File: config.mk
export PLATFORM = sky130hd
export DESIGN_NAME = lc3_pipe_ctrl
export DESIGN_NICKNAME = d
export VERILOG_FILES = /design/src/rtl/lc3_pipe_ctrl.sv
export SDC_FILE = /design/constraint.sdc
export NUM_CORES = 1
export LEC_CHECK = 0
export ABC_AREA = 1
export ABC_CLOCK_PERIOD_IN_PS = 3700
export BUFFER_PORTS_ARGS = -buffer_cell sky130_fd_sc_hd__buf_2
export CORE_MARGIN = 2
export CORE_UTILIZATION = 53
export CTS_CLUSTER_DIAMETER = 120
export DETAILED_ROUTE_END_ITERATION = 8
export GPL_ROUTABILITY_DRIVEN = 0
export PLACE_DENSITY = 0.84
export SYNTH_ARGS = -nofsm -noshare
export SYNTH_HDL_FRONTEND = slang
export SYNTH_SLANG_ARGS = --single-unit
File: constraint.sdc
create_clock -name clock -period 3.7 [get_ports clock]
set_input_delay 0.37 -clock clock [delete_from_list [all_inputs] [get_ports clock]]
set_output_delay 0.37 -clock clock [all_outputs]
set_load 0.005 [all_outputs]
File: src/rtl/lc3_pipe_ctrl.sv
// lc3_pipe_ctrl: pipeline sequencer for the LC-3 five-stage datapath.
//
// Ports
//   clock, reset          rising-edge clock, asynchronous active-low reset
//   complete_instr        instruction memory returned valid data this cycle
//   complete_data         data memory access finished this cycle
//   ir                    instruction at the decode-stage output
//   ir_exec               instruction currently in execute
//   nzp                   condition codes {n,z,p}
//   enable_fetch/decode/execute/writeback/updatePC   stage enables
//   mem_state             0 read, 1 indirect-address read, 2 write, 3 idle
//   br_taken              PC loads the execute target instead of PC+1
//   bypass_alu_1/2        forward the ALU result to SR1 / SR2
//
// Enables and mem_state are registered from the next state, so they always match
// the state register. br_taken and the bypass selects are decoded combinationally.
module lc3_pipe_ctrl #(
  parameter int unsigned INSTRUCTION_WIDTH = 16,
  parameter int unsigned NZP_WIDTH         = 3
) (
  input  logic                         clock,
  input  logic                         reset,
  input  logic                         complete_instr,
  input  logic                         complete_data,
  input  logic [INSTRUCTION_WIDTH-1:0] ir,
  input  logic [INSTRUCTION_WIDTH-1:0] ir_exec,
  input  logic [NZP_WIDTH-1:0]         nzp,
  output logic                         enable_fetch,
  output logic                         enable_decode,
  output logic                         enable_execute,
  output logic                         enable_writeback,
  output logic                         enable_updatePC,
  output logic [1:0]                   mem_state,
  output logic                         br_taken,
  output logic                         bypass_alu_1,
  output logic                         bypass_alu_2
);

  localparam logic [3:0] OpBr  = 4'b0000;
  localparam logic [3:0] OpAdd = 4'b0001;
  localparam logic [3:0] OpLd  = 4'b0010;
  localparam logic [3:0] OpSt  = 4'b0011;
  localparam logic [3:0] OpAnd = 4'b0101;
  localparam logic [3:0] OpLdr = 4'b0110;
  localparam logic [3:0] OpStr = 4'b0111;
  localparam logic [3:0] OpNot = 4'b1001;
  localparam logic [3:0] OpLdi = 4'b1010;
  localparam logic [3:0] OpSti = 4'b1011;
  localparam logic [3:0] OpJmp = 4'b1100;

  localparam logic [1:0] MemRead  = 2'd0;
  localparam logic [1:0] MemInd   = 2'd1;
  localparam logic [1:0] MemWrite = 2'd2;
  localparam logic [1:0] MemIdle  = 2'd3;

  typedef enum logic [3:0] {
    StRst,
    StF1,
    StF2,
    StF3,
    StF4,
    StRun,
    StStall,
    StMemA,
    StMemB,
    StMemWb,
    StCw,
    StCr
  } state_e;

  function automatic logic is_alu_op(input logic [3:0] op);
    return (op == OpAdd) || (op == OpAnd) || (op == OpNot);
  endfunction

  function automatic logic is_mem_op(input logic [3:0] op);
    return (op == OpLd) || (op == OpLdr) || (op == OpLdi) ||
           (op == OpSt) || (op == OpStr) || (op == OpSti);
  endfunction

  function automatic logic is_ctl_op(input logic [3:0] op);
    return (op == OpBr) || (op == OpJmp);
  endfunction

  state_e               state_q, state_d;
  logic [3:0]           mop_q, mop_d;
  logic                 ctl_jmp_q, ctl_jmp_d;
  logic [NZP_WIDTH-1:0] mask_q, mask_d;
  logic [4:0]           en_q, en_d;    // {fetch, decode, execute, writeback, updatePC}
  logic [1:0]           mem_q, mem_d;

  logic [3:0] dec_op, exec_op;
  assign dec_op  = ir[15:12];
  assign exec_op = ir_exec[15:12];

  // Next-state and latched-field logic.
  always_comb begin
    state_d   = state_q;
    mop_d     = mop_q;
    ctl_jmp_d = ctl_jmp_q;
    mask_d    = mask_q;
    unique case (state_q)
      StRst: state_d = StF1;
      StF1:  state_d = StF2;
      StF2:  state_d = StF3;
      StF3:  state_d = StF4;
      StF4:  state_d = StRun;
      StRun: begin
        // A memory op in execute wins over a control op in decode; decode is frozen
        // during the access, so the control op is seen again afterwards.
        if (is_mem_op(exec_op)) begin
          mop_d   = exec_op;
          state_d = StMemA;
        end else if (is_ctl_op(dec_op)) begin
          state_d = StCw;
        end else if (!complete_instr) begin
          state_d = StStall;
        end
      end
      StStall: begin
        if (complete_instr) state_d = StRun;
      end
      StMemA: begin
        if (complete_data) begin
          if ((mop_q == OpLdi) || (mop_q == OpSti)) begin
            state_d = StMemB;
          end else if ((mop_q == OpLd) || (mop_q == OpLdr)) begin
            state_d = StMemWb;
          end else begin
            state_d = StRun;
          end
        end
      end
      StMemB: begin
        if (complete_data) state_d = (mop_q == OpLdi) ? StMemWb : StRun;
      end
      StMemWb: state_d = StRun;
      StCw: begin
        ctl_jmp_d = (exec_op == OpJmp);
        mask_d    = ir_exec[9 +: NZP_WIDTH];
        state_d   = StCr;
      end
      StCr:    state_d = StF1;
      default: state_d = StRst;
    endcase
  end

  // Moore output decode of the upcoming state, registered alongside it.
  always_comb begin
    en_d  = 5'b00000;
    mem_d = MemIdle;
    unique case (state_d)
      StF1:         en_d = 5'b10001;
      StF2:         en_d = 5'b11001;
      StF3:         en_d = 5'b11101;
      StF4, StRun:  en_d = 5'b11111;
      StMemWb:      en_d = 5'b00010;
      StCw:         en_d = 5'b00110;
      StCr:         en_d = 5'b00001;
      StMemA: begin
        if ((mop_d == OpLdi) || (mop_d == OpSti)) begin
          mem_d = MemInd;
        end else if ((mop_d == OpSt) || (mop_d == OpStr)) begin
          mem_d = MemWrite;
        end else begin
          mem_d = MemRead;
        end
      end
      StMemB:  mem_d = (mop_d == OpSti) ? MemWrite : MemRead;
      default: en_d = 5'b00000;
    endcase
  end

  always_ff @(posedge clock or negedge reset) begin
    if (!reset) begin
      state_q   <= StRst;
      mop_q     <= 4'b0000;
      ctl_jmp_q <= 1'b0;
      mask_q    <= '0;
      en_q      <= 5'b00000;
      mem_q     <= MemIdle;
    end else begin
      state_q   <= state_d;
      mop_q     <= mop_d;
      ctl_jmp_q <= ctl_jmp_d;
      mask_q    <= mask_d;
      en_q      <= en_d;
      mem_q     <= mem_d;
    end
  end

  assign enable_fetch     = en_q[4];
  assign enable_decode    = en_q[3];
  assign enable_execute   = en_q[2];
  assign enable_writeback = en_q[1];
  assign enable_updatePC  = en_q[0];
  assign mem_state        = mem_q;

  assign br_taken = (state_q == StCr) & (ctl_jmp_q | (|(mask_q & nzp)));

  logic in_run;
  assign in_run = (state_q == StRun);

  assign bypass_alu_1 = in_run & is_alu_op(exec_op) & is_alu_op(dec_op) &
                        (ir_exec[11:9] == ir[8:6]);
  assign bypass_alu_2 = in_run & is_alu_op(exec_op) &
                        ((dec_op == OpAdd) || (dec_op == OpAnd)) & ~ir[5] &
                        (ir_exec[11:9] == ir[2:0]);

  // Instruction fields this block never looks at.
  logic unused_fields;
  assign unused_fields = ^{ir[11:9], ir[4:3], ir_exec[8:0]};

endmodule

======== Word-level counts from Yosys, hierarchy flattened ========
Index checks and enable logic that the tools add are counted.
storage, ports and cells
  logic and storage cells ................. 98
  memory bits (read-only) ................. 0
  input port bits ......................... 39
  register bits ........................... 19
  output and inout bits ................... 10
  latch bits .............................. 0
  memories kept ........................... 0
  memory bits (writable) .................. 0
operators by class
  divide/modulo/power cells ............... 0
  order comparisons ....................... 0
  reduce and logical (&&, ||, !) cells .... 20
  shift operators ......................... 0
  mux-type cells .......................... 17
  bitwise logic cells ..................... 10
  $mul .................................... 0
  add/subtract/negate cells ............... 0
  equal/unequal tests ..................... 45
operators with widths
  cell                                                                   number
  4-bit equality test, second input constant                             18
  4-bit by 3-bit equality test with 1-bit output, second input constant  13
  4-bit two-way mux                                                      11
  4-bit case mux with 10 select lines                                    1
  5-bit case mux with 7 select lines                                     1
  4-bit by 2-bit equality test with 1-bit output, second input constant  8
  4-bit by 1-bit equality test with 1-bit output, second input constant  4
  1-bit logical OR                                                       14
  4-bit logical NOT                                                      2
  1-bit AND                                                              7
  3-bit equality test                                                    2
  2-bit two-way mux                                                      3
  2-bit OR reduction                                                     3
  2-bit case mux with 2 select lines                                     1
  3-bit AND                                                              1
  3-bit OR reduction                                                     1
  1-bit inverter                                                         1
  1-bit bitwise OR                                                       1

======== Longest topological paths before layout ========
  word-level depth ........................ 13
  depth in mapped cells ................... 12
  gate-level depth less buffers ........... 12

======== Worst setup path after synthesis ========
No wires, ideal clock.
  path type ............................... reg-to-output
  from .................................... reg state_q[3]
  to ...................................... out bypass_alu_1
  stages on the path, launching flop included .. 6
  setup slack ............................. 2.222 ns
  arrival ................................. 1.108 ns
  data required time ...................... 3.330 ns
  buffers on the path ..................... 0
  cell sequence ........................... dfrtp_1 inv_2 nand2_4 nor2_4 nand3_1 nor4_1
on the way
  word-level cells in the longest chain between the ends .. 4
RTL lines
  what                                            RTL line  RTL
  start: declaration                              84        state_e state_q, state_d;
  start signal: assignment                        175       state_q <= StRst;
  start signal: assignment                        182       state_q <= state_d;
  4-bit by 3-bit equality test with 1-bit output  201       assign in_run = (state_q == StRun);
  1-bit AND (3 in series)                         203       assign bypass_alu_1 = in_run & is_alu_op(exec_op) & is_alu_op(dec_op) &
  end: declaration                                35        output logic bypass_alu_1,
No other way between the ends.

======== Worst setup path after layout ========
  from .................................... reg state_q[3]
  to ...................................... out bypass_alu_2
on the way
  word-level cells in the longest chain between the ends .. 5
RTL lines
  what                                            RTL line  RTL
  4-bit by 3-bit equality test with 1-bit output  201
  1-bit AND (2 in series)                         205       assign bypass_alu_2 = in_run & is_alu_op(exec_op) &
  1-bit AND (2 in series)                         206       ((dec_op == OpAdd) || (dec_op == OpAnd)) & ~ir[5] &
  end: declaration                                36        output logic bypass_alu_2
No other way between the ends.

==> results.cfg <==
[drt]
drtIter0Drc = 51
routedWlPerCell_um = 11.0
vias_per_cell = 5.13
dr.pass1.iters = 6
drc_errors = 0
drtAntennaViolNets = 0
vias = 1395
drt-total-wl_mm = 3.00

[timing]
maxSlewHeadroom = 0.711
period_share = 0.558
worst_pin_slew_ps = 434
setup_viol = 0
final-hold-violation-count = 0
period_needed_ps = 2060
setup_ws_ps = 1640
finalSetupTns_ps = 0
maxSlewViolCount = 0
whs_ps = 235
final.setup_skew_ps = 4.01
rsz0062_at_grt = false
fmax_ghz = 0.484

[critical_path]
path_max_fanout = 6
critPathLaunchType = flop
r2r-end = en_q[0]$_DFF_PN0_
setup.worst_path.class = reg2out
cp.arrival_ps = 1690
reg2reg_from = state_q[0]$_DFF_PN0_
rr_worst_depth = 10
crit_required_ps = 3330
r2r_slack_ps = 2020
cp-end-kind = primary output

[power]
cellPowerDensity_nw_per_um2 = 752
cellLeakagePower_nw = 0.900
ir_worst_vdd_mv = 0.558
finalPower_mw = 1.21

[synth]
ys_types = 25
syn_area_sq_um = 1370
yosys.area.top_type_share = 0.310
syn_area_per_cell_sq_um = 6.73
synth-seq-area-share = 0.348
synth_seq_cells = 19
synthCells = 204
yosysTopAreaCell = dfrtp_1
syn_nets = 243
ys_warn_count = 0
synthTopCellsByArea = dfrtp_1 (31%), nand2_1 (19%), nand3_1 (8.0%)

[status]
outcome = complete, no violations

[floorplan]
io_pins = 49
dieArea_sq_um = 3010
rows = 18
core_area_sq_um = 2450
start_util = 0.559
die_w_um = 54.9
die_h_um = 54.9

[place]
dp_hpwl_mm = 2.39
dp_slack_ps = 2000
numPortBuffers = 34

[finish]
nNetsFinal = 282
drive_gt1_frac = 0.281
fillCellCount = 225
final_cell_mix = nand2_1 (68), buf_2 (34), nor2_1 (26)
diodes = 0
area_delta_synth_final_pct = 17.3
final_core_util = 0.656
final_common_cell = nand2_1

[job]
drv_cap = 0

[clock_network]
cts_tree = built
clock_latency_ps = 310
path_clk_slew_ps = 110
htree_levels = 1
root_buffer = clkbuf_4
cts.sinks = 19
cts_buffers = 3
clk_path_buf_depth = 2

[hold_path]
hp-class = in2reg
min_from = ir_exec[12]
holdPathEnd = ctl_jmp_q$_DFFE_PN0P_
worstHoldPathCells = 2

[grt]
grt_pass1_vias = 1188
antenna_found_initial = 0
grt_max_degree = 20
grt_overflow = 0
grt_pass1_wl_mm = 5.02
track_usage = 0.232
==> critical path: stages, from the launching register on <==
cell and delay (ps):
dfrtp_1 490, inv_2 130, nand2_4 70, nor2_4 220, nand3_1 130, nor4_1 180, buf_2 150
==> metrics by stage <==
stage | instances | instance area, sq um
6_report | 272 | 1610
5_1_grt | 272 | 1610
4_1_cts | 272 | 1610
3_5_place_dp | 267 | 1570
3_3_place_gp | 267 | 1570
2_1_floorplan | 204 | 1370
==> cell usage after synthesis <==
cell,number
xnor2_1,4
a21oi_1,2
nor2_2,7
o21ai_1,3
nand2_4,2
inv_2,4
nand3_2,5
nand2_1,68
dfstp_2,2
o41ai_1,1
nor2_4,4
o21ai_0,3
nor4_1,2
xor2_1,1
nand2_2,6
a311oi_1,1
inv_1,19
nand4_1,1
dfrtp_1,17
nor3_1,1
nand3_1,22
nand3b_1,1
nor2_1,26
or2_1,1
buf_4,1
==> area by class of cell <==
| cell class | instances | area, sq um | share of cell area |
|---|---|---|---|
| inverters | 23 | 86.3 | 0.0536 |
| repair buffers | 35 | 180 | 0.112 |
| multi-input cells | 161 | 801 | 0.497 |
| clock inverters | 1 | 5.00 | 0.00311 |
| flip-flops and latches | 19 | 478 | 0.297 |
| clock buffers | 3 | 22.5 | 0.0140 |
| well taps | 30 | 37.5 | 0.0233 |
==> how the worst max path moves through the flow <==
stage | slack (ps) | start | to | depth (start not counted)
finish | 1640 | state_q[3]$_DFF_PN0_ | bypass_alu_2 | 6
global route | 1510 | state_q[3]$_DFF_PN0_ | bypass_alu_1 | 6
CTS | 1650 | state_q[3]$_DFF_PN0_ | bypass_alu_1 | 6
detailed placement | 2000 | state_q[3]$_DFF_PN0_ | bypass_alu_1 | 6
global placement | 2000 | state_q[3]$_DFF_PN0_ | bypass_alu_1 | 6
floorplan | 2220 | state_q[3]$_DFF_PN0_ | bypass_alu_1 | 5
==> power by group <==
| part | leakage, nW | internal [mW] | switching (mW) |
|---|---|---|---|
| logic | 0.667 | 0.256 | 0.461 |
| registers | 0.215 | 0.306 | 0.0770 |
| clock network | 0.0177 | 0.0405 | 0.0701 |
| total | 0.900 | 0.603 | 0.608 |
==> flip-flops by register name, summed over array words and instances (netlist names) <==
register	flops
ctl_jmp_q	1
en_q	5
mask_q	3
mem_state	2
mop_q	4
state_q	4
==> cell families after synthesis <==
group,synth area share
DFF,0.348
and+or+nand+nor,0.510
xor gates and xnor gates,0.0319
buffers and inverters,0.0684
AOI/OAI and AO/OA,0.0419
==> layer usage <==
| metal | wire (um) | track usage |
|---|---|---|
| met3 | 174 | 0.0349 |
| met2 | 1370 | 0.383 |
| met5 | 0 | 0 |
| met4 | 46 | 0.0691 |
| met1 | 1410 | 0.316 |
==> timing repair <==
item / CTS / global route
hold buffers: 1 / 0
buffers inserted: 0 / 0
resized for setup: 0 / 0
endpoints found under the hold margin: 2 / 0
Power figures use the tool's default switching activity.
